===== src/rtl/am_iq_demod_dec.sv =====
// I/Q mixer + selectable envelope detector + integrate-and-dump decimator; out_valid 4 cycles
// after the last contributing input. No backpressure: every qualified input is consumed.
module am_iq_demod_dec #(
    parameter int ADC_W     = 8,
    parameter int LO_W      = 16,
    parameter int ACC_W     = 2*ADC_W+17,
    parameter int OUT_W     = 18,
    parameter int OUT_SHIFT = 8
) (
    input  logic                    clk,
    input  logic                    rst,
    input  logic                    in_valid,
    input  logic signed [ADC_W-1:0] adc_data,
    input  logic signed [LO_W-1:0]  lo_sin,
    input  logic signed [LO_W-1:0]  lo_cos,
    input  logic [1:0]              mode,
    input  logic [15:0]             dec_ratio,
    output logic signed [OUT_W-1:0] demod_out,
    output logic                    out_valid,
    output logic                    sat_flag
);
    localparam int P_W   = ADC_W + LO_W;
    localparam int DET_W = 2*ADC_W + 1;
    localparam int AB_W  = ADC_W + 1;

    localparam logic signed [P_W-1:0]   ADC_MAX = P_W'(2**(ADC_W-1) - 1);
    localparam logic signed [P_W-1:0]   ADC_MIN = ~ADC_MAX;
    localparam logic signed [ACC_W-1:0] OUT_MAX = ACC_W'(2**(OUT_W-1) - 1);
    localparam logic signed [ACC_W-1:0] OUT_MIN = ~OUT_MAX;

    // Stage 1: full-precision mixer products
    logic                  v1;
    logic signed [P_W-1:0] p_i, p_q;

    always_ff @(posedge clk) begin
        if (rst) begin
            v1  <= 1'b0;
            p_i <= '0;
            p_q <= '0;
        end else begin
            v1 <= in_valid;
            if (in_valid) begin
                p_i <= P_W'(adc_data) * P_W'(lo_cos);
                p_q <= P_W'(adc_data) * P_W'(lo_sin);
            end
        end
    end

    // Stage 2: rescale by the LO full-scale and clip back to ADC width
    logic                    v2;
    logic signed [ADC_W-1:0] i2, q2, i_nxt, q_nxt;
    logic signed [P_W-1:0]   sh_i, sh_q;

    always_comb begin
        sh_i  = p_i >>> (LO_W-1);
        sh_q  = p_q >>> (LO_W-1);
        i_nxt = sh_i[ADC_W-1:0];
        q_nxt = sh_q[ADC_W-1:0];
        if (sh_i > ADC_MAX)      i_nxt = ADC_MAX[ADC_W-1:0];
        else if (sh_i < ADC_MIN) i_nxt = ADC_MIN[ADC_W-1:0];
        if (sh_q > ADC_MAX)      q_nxt = ADC_MAX[ADC_W-1:0];
        else if (sh_q < ADC_MIN) q_nxt = ADC_MIN[ADC_W-1:0];
    end

    always_ff @(posedge clk) begin
        if (rst) begin
            v2 <= 1'b0;
            i2 <= '0;
            q2 <= '0;
        end else begin
            v2 <= v1;
            if (v1) begin
                i2 <= i_nxt;
                q2 <= q_nxt;
            end
        end
    end

    // Stage 3: detector. Frame position is tracked here so the first sample of a
    // frame already sees the freshly latched mode and ratio.
    logic                    v3, det_last, last_nxt, frame_start;
    logic signed [DET_W-1:0] det, det_nxt;
    logic [15:0]             cnt, ratio_l, ratio_use;
    logic [1:0]              mode_l, mode_use;
    logic signed [AB_W-1:0]  ie, qe, ai, aq, mx, mn;

    always_comb begin
        frame_start = (cnt == 16'd0);
        mode_use    = frame_start ? mode : mode_l;
        ratio_use   = ratio_l;
        if (frame_start) ratio_use = (dec_ratio == 16'd0) ? 16'd1 : dec_ratio;
        last_nxt    = (cnt == ratio_use - 16'd1);

        ie = AB_W'(i2);
        qe = AB_W'(q2);
        ai = ie[AB_W-1] ? -ie : ie;
        aq = qe[AB_W-1] ? -qe : qe;
        mx = (ai > aq) ? ai : aq;
        mn = (ai > aq) ? aq : ai;

        case (mode_use)
            2'd1:    det_nxt = DET_W'(mx) + (DET_W'(mn) >>> 1);
            2'd2:    det_nxt = DET_W'(i2);
            default: det_nxt = DET_W'(i2) * DET_W'(i2) + DET_W'(q2) * DET_W'(q2);
        endcase
    end

    always_ff @(posedge clk) begin
        if (rst) begin
            v3       <= 1'b0;
            det      <= '0;
            det_last <= 1'b0;
            cnt      <= '0;
            ratio_l  <= 16'd1;
            mode_l   <= 2'd0;
        end else begin
            v3 <= v2;
            if (v2) begin
                det      <= det_nxt;
                det_last <= last_nxt;
                cnt      <= last_nxt ? 16'd0 : cnt + 16'd1;
                if (frame_start) begin
                    mode_l  <= mode;
                    ratio_l <= ratio_use;
                end
            end
        end
    end

    // Stage 4: integrate and dump
    logic signed [ACC_W-1:0] acc, sum, sum_sh;
    logic signed [OUT_W-1:0] out_nxt;
    logic                    clip;

    always_comb begin
        sum     = acc + ACC_W'(det);
        sum_sh  = sum >>> OUT_SHIFT;
        out_nxt = sum_sh[OUT_W-1:0];
        clip    = 1'b0;
        if (sum_sh > OUT_MAX) begin
            out_nxt = OUT_MAX[OUT_W-1:0];
            clip    = 1'b1;
        end else if (sum_sh < OUT_MIN) begin
            out_nxt = OUT_MIN[OUT_W-1:0];
            clip    = 1'b1;
        end
    end

    always_ff @(posedge clk) begin
        if (rst) begin
            acc       <= '0;
            demod_out <= '0;
            out_valid <= 1'b0;
            sat_flag  <= 1'b0;
        end else begin
            out_valid <= 1'b0;
            if (v3) begin
                if (det_last) begin
                    acc       <= '0;
                    demod_out <= out_nxt;
                    out_valid <= 1'b1;
                    sat_flag  <= clip;
                end else begin
                    acc <= sum;
                end
            end
        end
    end
endmodule


===== config.mk =====
export PLATFORM = sky130hd
export DESIGN_NAME = am_iq_demod_dec
export DESIGN_NICKNAME = d
export VERILOG_FILES = /design/src/rtl/am_iq_demod_dec.sv
export SDC_FILE = /design/constraint.sdc
export NUM_CORES = 1
export LEC_CHECK = 0
export BUFFER_PORTS_ARGS = -buffer_cell sky130_fd_sc_hd__buf_2
export CORE_AREA = 2 2 213 215
export DETAILED_ROUTE_END_ITERATION = 8
export DIE_AREA = 0 0 215 217
export GPL_ROUTABILITY_DRIVEN = 0
export PLACE_DENSITY = 0.64
export SKIP_CTS_REPAIR_TIMING = 1
export SLEW_MARGIN = 20
export SYNTH_ARGS = -nofsm -noshare
export SYNTH_HDL_FRONTEND = slang
export SYNTH_SLANG_ARGS = --single-unit
export TNS_END_PERCENT = 20

===== constraint.sdc =====
create_clock -name clk -period 8.35 [get_ports clk]
set_clock_uncertainty 0.15 [all_clocks]
set_input_delay 1.67 -clock clk [delete_from_list [all_inputs] [get_ports clk]]
set_output_delay 1.67 -clock clk [all_outputs]
set_load 0.05 [all_outputs]

==> results.ini, run 1 <==
[floorplan]
initial_utilization=0.491
row_count=78
coreArea_um2=44700
dieArea_um2=46700
die_x_um=215
ios=81
die_h_um=217

[placed_design]
place_area_um2=22800
port_buffers=80
hpwl_um=39300

[clock_network]
cts.sinks=142
htreeDepth=4
cts_tree=done
insertion_delay_ps=420
cts_made_buffers=17
ctsLongestPathBuffers=2
cts_root_buffer=clkbuf_16
clkTransAtPathRegs_ps=70

[cells_and_area]
nFillCells=4286
fin_area_um2=23400
num_antenna_cells=0
area_growth_pct=6.72
final_common_cell=inv_1
final_cell_mix=421 x inv_1, 324 x fa_1, 208 x nor2_1
layout-drive-gt1-share=0.0657
nNetsFinal=3103

[logic_synthesis]
async_reset_ff_frac=0
synth_warnings=0
syn_area_per_cell_um2=8.79
synth_edf_count=0
yosysTopAreaCell=fa_1
netlist_instances=2495
ys_ff_latch=142
synth_top_flop_cell=dfxtp_1
synth_seq_area_share=0.130
yosys.area.top_type_share=0.296
ys_top_cells_by_area=fa_1 30%, dfxtp_1 13%, ha_1 12%, inv_1 7.2%, and2_1 4.8%
synth_area_um2=21900
yosysUniqueCellTypes=83

[timing]
slew_violations=0
finalSetupTns_ps=0
min_period_ps=7200
finalCritPeriodShare=0.862
setup_viol=0
timing_hold_violations_final=0
max_freq_mhz=139
worstMarginPinSlew_ps=1010
rsz0062_at_grt=false
slew_headroom=0.328

[pwr]
p_per_area_nw_per_um2=175
leakagePower_nw=11.2
irDropWorstVdd_v=0.000144

[critical_path]
critPathArrivalTime_ps=7380
path_buf_inv=3
path_max_fanout=14
worstSetupStartpointType=flop
critical_path_required_ps=8530
cp_top_family=adder cells
cp_slowest_stage_delay_ps=800
worstSetupEndpointType=flop
path_common_cell=fa_1
crit_chain=inv_1, nor2_1, fa_1, fa_1, fa_1, fa_1, fa_1, inv_1, fa_1, inv_1, ha_1, and3_1, a21oi_1, o21ai_0, o41ai_1, o21ai_0, xnor2_1, nand2_1, a211oi_1
crit_path_top_delay_cell=dfxtp_1
critPathKind=flop to flop

[flow_run]
cap_violations=0

[grt]
antenna_found_initial=1
overflow=0
grt_usage=0.217
grt_pass1_vias=17400
grt_max_degree=76
grt_pass1_wl_um=84300

[route]
routed_wl_um=48700
drtIter0Drc=929
postRouteAntennaNets=0
via_count=16500
post_drt_wl_per_cell_um=15.6
drc=0
drt-vias-per-instance=5.29
first_pass_iters=5

[min_path]
hp-class=flop to flop

[run_status]
status=complete, no violations

[final timing paths]
kind | startpoint | end | slack (ps) | depth (start not counted)
setup / recovery | q2[7] | det[16] | 1150 | 19
hold / removal | demod_out[17] | demod_out[17] | 300 | 2
setup reg to reg | q2[7] | det[16] | 1150 | 19
hold reg to reg | demod_out[17] | demod_out[17] | 300 | 2
[power breakdown]
group / total, mW / internal, mW / leakage (nW) / switching (mW)
clock network: 0.792 / 0.460 / 0.294 / 0.332
registers: 0.780 / 0.726 / 1.15 / 0.0542
logic: 2.52 / 1.12 / 9.72 / 1.39
[per-layer routing]
layer  vias up  GRT usage  share of wire
met1      8171      0.287           0.46
met5         -          0        0.00027
met3        39     0.0193          0.034
met2       289      0.392           0.50
li1       8036          -              -
met4         2     0.0379          0.010
[flip-flops by register name, indices dropped and copies added, names as in the netlist, 2 cells and up]
| signal | cells |
|---|---|
| p_q | 9 |
| mode_l | 2 |
| ratio_l | 16 |
| det | 17 |
| demod_out | 18 |
| acc | 33 |
| cnt | 16 |
| p_i | 9 |
| q2 | 8 |
| i2 | 8 |
[stage by stage]
step | total power [mW] | hold slack [ps] | util | worst slack (ps) | std cells
2_1_floorplan | 2.75 | 295 | - | 1700 | 2496
3_3_place_gp | 3.26 | 298 | 0.510 | 1120 | 3096
3_5_place_dp | 3.34 | 298 | 0.510 | 1030 | 3096
4_1_cts | 4.15 | 309 | 0.524 | 1150 | 3128
5_1_grt | 4.52 | 341 | 0.524 | 729 | 3128
6_report | 4.09 | 303 | 0.524 | 1150 | 3128
[synth_stat cells (27+ instances only)]
cell type,n
nand2_1,179
a22oi_1,37
nor3_1,30
clkbuf_1,86
a21o_1,27
xor2_1,45
and2_1,169
o21ai_0,54
xnor2_1,98
mux2i_1,62
nand2b_1,43
fa_1,324
dfxtp_1,142
a21oi_1,79
nor2_1,210
ha_1,203
inv_1,421
[worst register-to-register path, delay by kind of cell, from the launching register on]
family / cells / cell delay [ps]
buffers and inverters: 3 / 500
and+or+nand+nor: 3 / 570
xor gates and xnor gates: 1 / 270
adders and majority gates: 7 / 3580
AOI/OAI and AO/OA: 5 / 1240
DFF: 1 / 800
[logic make-up (layout without fill, tap and decap cells)]
logic type                 after synthesis  count (layout)  share of synthesized area
and+or+nand+nor                        739             739                      0.167
adders and majority gates              527             527                      0.411
buffers and inverters                  524             556                     0.0932
AOI/OAI and AO/OA                      354             354                      0.111
xor gates and xnor gates               143             143                     0.0571
DFF                                    142             142                      0.130
muxes                                   65              65                     0.0301
other                                    1               2                   0.000171
[layout make-up]
cell class / count / area (µm²) / area share
multi-input cells: 1830 / 17100 / 0.729
flip-flops and latches: 142 / 2840 / 0.121
inverters: 422 / 1580 / 0.0677
well taps: 600 / 751 / 0.0321
repair buffers: 102 / 568 / 0.0243
clock buffers: 18 / 439 / 0.0188
clock inverters: 14 / 168 / 0.00716
Power figures use the tool's default switching activity.
==> inputs of run 2 (changes only) <==
- PLACE_DENSITY: 0.64 -> 0.77
==> run 2 against run 1 <==
Wire length rose by 0.15%. Via count rose by 2.5%. Fmax rose by 0.83%. Global-route usage barely moved. Non-clock buffer count fell by 9. Worst setup slack improved by 59 ps. Clock-buffer cell count did not move. Core utilization fell by 0.18 points. Final cell count fell by 0.26%.
==> results.ini, run 2 (synthesis results as in run 1) <==
[critical_path]
worstSetupStartpointType=flop
r2r_cells=23  ; +4
ff2ff_setup_slack_ps=1210  ; +60 ps
cp_num_cells=23  ; +4
critPathKind=flop to flop
cp_slowest_stage_delay_ps=740  ; -60 ps
path_common_cell=fa_1
crit_chain=inv_1, nor2_1, buf_4, xnor2_1, ha_1, fa_1, fa_1, fa_1, fa_1, inv_1, fa_1, inv_1, ha_1, inv_1, o21bai_1, a21oi_1, o21bai_1, a21oi_1, o21ai_0, o41ai_1, xnor2_1, nand2_1, a211oi_1
path_max_fanout=14  ; unchanged
cp_top_family=adder cells
critical_path_required_ps=8540  ; about the same
path_buf_inv=5  ; +2
worstSetupEndpointType=flop
rr_endpoint=det[15]
crit_path_top_delay_cell=dfxtp_1
critPathArrivalTime_ps=7330  ; -50 ps
worstReg2RegStart=q2[7]

[flow_run]
cap_violations=0  ; unchanged

[route]
met3WireLength_um=2140  ; +30%
via_count=17000  ; +2.5%
post_drt_wl_per_cell_um=15.6  ; +0.41%
drc=0  ; unchanged
postRouteAntennaNets=0  ; unchanged
wl_met1_um=20500  ; -7.8%
drt-vias-per-instance=5.43  ; +2.8%
drtIter0Drc=1112  ; +20%
top_layer=met5
routed_wl_um=48800  ; +0.15%
first_pass_iters=5  ; unchanged
wl_met2_um=25200  ; +3.6%

[timing]
timing_hold_violations_final=0  ; unchanged
setup_viol=0  ; unchanged
rsz0062_at_grt=false
finalCritPeriodShare=0.855  ; -0.00711
slew_violations=0  ; unchanged
finalSetupTns_ps=0  ; unchanged
max_freq_mhz=140  ; +0.83%
slew_headroom=0.267  ; -0.0614
min_period_ps=7140  ; -59.4 ps
worstMarginPinSlew_ps=1100  ; +92.0 ps

[floorplan]
die_x_um=215  ; unchanged
coreArea_um2=44700  ; unchanged
row_count=78  ; unchanged
initial_utilization=0.491  ; unchanged
die_h_um=217  ; unchanged
dieArea_um2=46700  ; unchanged
ios=81  ; unchanged

[grt]
grt_max_degree=69  ; -9.2%
grt_pass1_wl_um=85000  ; +0.86%
antenna_found_initial=1  ; unchanged
grt_pass1_vias=18300  ; +5.0%
grt_usage=0.217  ; +0.000461
overflow=0  ; unchanged

[clock_network]
cts_tree=done
cts_made_buffers=17  ; unchanged
htreeDepth=4  ; unchanged
ctsLongestPathBuffers=2  ; unchanged
insertion_delay_ps=440  ; +20 ps
cts_root_buffer=clkbuf_16
clkTransAtPathRegs_ps=60  ; about the same
cts.sinks=142  ; unchanged

[placed_design]
placed_cells=3087  ; -0.29%
hpwl_um=38700  ; -1.4%
port_buffers=80  ; unchanged

[pwr]
leakagePower_nw=11.1  ; -0.49%
finalPower_mw=4.08  ; about the same
pwr-share-comb=0.618  ; +0.002
p_per_area_nw_per_um2=175  ; +0.26%
seq_power_share=0.193  ; +0.002
p_switching_mw=1.80  ; +1.3%
netSwitchingFraction=0.441  ; +0.00591
clock_power_share=0.189  ; -0.005
irDropWorstVdd_v=0.000147  ; +1.5%
p_int_mw=2.28  ; -1.1%

[min_path]
worstHoldEndpoint=demod_out[17]
min_from=demod_out[17]
whs_path_depth=2  ; unchanged
hp-class=flop to flop

[cells_and_area]
final_common_cell=inv_1
layout-drive-gt1-share=0.0623  ; -0.00334
nFillCells=4080  ; -4.8%
largest_register_ffs=33  ; unchanged
regArea_um2=2840  ; unchanged
largest-register=acc
multi_input_area_um2=17100  ; unchanged
top_regs=acc: 33 flops, demod_out: 18 flops, det: 17 flops
area_growth_pct=6.34
nNetsFinal=3094  ; -0.29%
instances_no_fill=3120  ; -0.26%
fin_util=0.522  ; -0.00185
final_cell_mix=421 x inv_1, 324 x fa_1, 208 x nor2_1

[run_status]
status=complete, no violations

## run 2: changes by cell type in the layout (fill, tap and decap cells not counted), sizes merged
cell	delta
diode	+1
buf	-9
clkinv	+4
inv	-3
bufinv	-1
## run 2: how the worst max path moves through the flow
stage                           start      end
after detailed placement  adc_data[7]  p_q[22]
after floorplan                 q2[7]  det[16]
final                           q2[7]  det[15]
after CTS                       q2[7]  det[15]
after global routing            q2[7]  det[15]
after global placement    adc_data[7]  p_q[22]
## run 2: power by group through the flow
stage / clock network [mW] / logic, mW / registers, mW
2_1_floorplan: 0 / 1.98 / 0.769
3_3_place_gp: 0 / 2.40 / 0.801
3_5_place_dp: 0 / 2.54 / 0.803
4_1_cts: 0.780 / 2.55 / 0.788
5_1_grt: 0.809 / 2.89 / 0.797
6_report: 0.771 / 2.52 / 0.790
## run 2: per-layer routing
layer | up-vias | GRT usage
li1 | 8017 | -
met1 | 8444 | 0.263
met2 | 402 | 0.405
met3 | 88 | 0.0292
met4 | 2 | 0.0593
met5 | - | 0
## run 2: tightest hold or removal path, stage by stage (launching register included)
cell and delay [ps]:
dfxtp_1 310, nand2_1 50, a21oi_1 50
## run 2: stage by stage
step	hold WS [ps]	setup slack [ps]	area (µm²)
after detailed placement	300	962	22700
after CTS	309	1300	23300
after global routing	322	881	23300
final	307	1210	23300
after floorplan	295	1700	21900
after global placement	302	1020	22700
## run 2: area by class of cell
| class | instances | share of cell area |
|---|---|---|
| antenna | 1 | 0.000107 |
| clock buffer | 18 | 0.0188 |
| clock inverter | 14 | 0.00644 |
| inverter | 422 | 0.0679 |
| multi-input combinational | 1830 | 0.731 |
| sequential | 142 | 0.122 |
| tap | 600 | 0.0322 |
| timing repair buffer | 93 | 0.0215 |
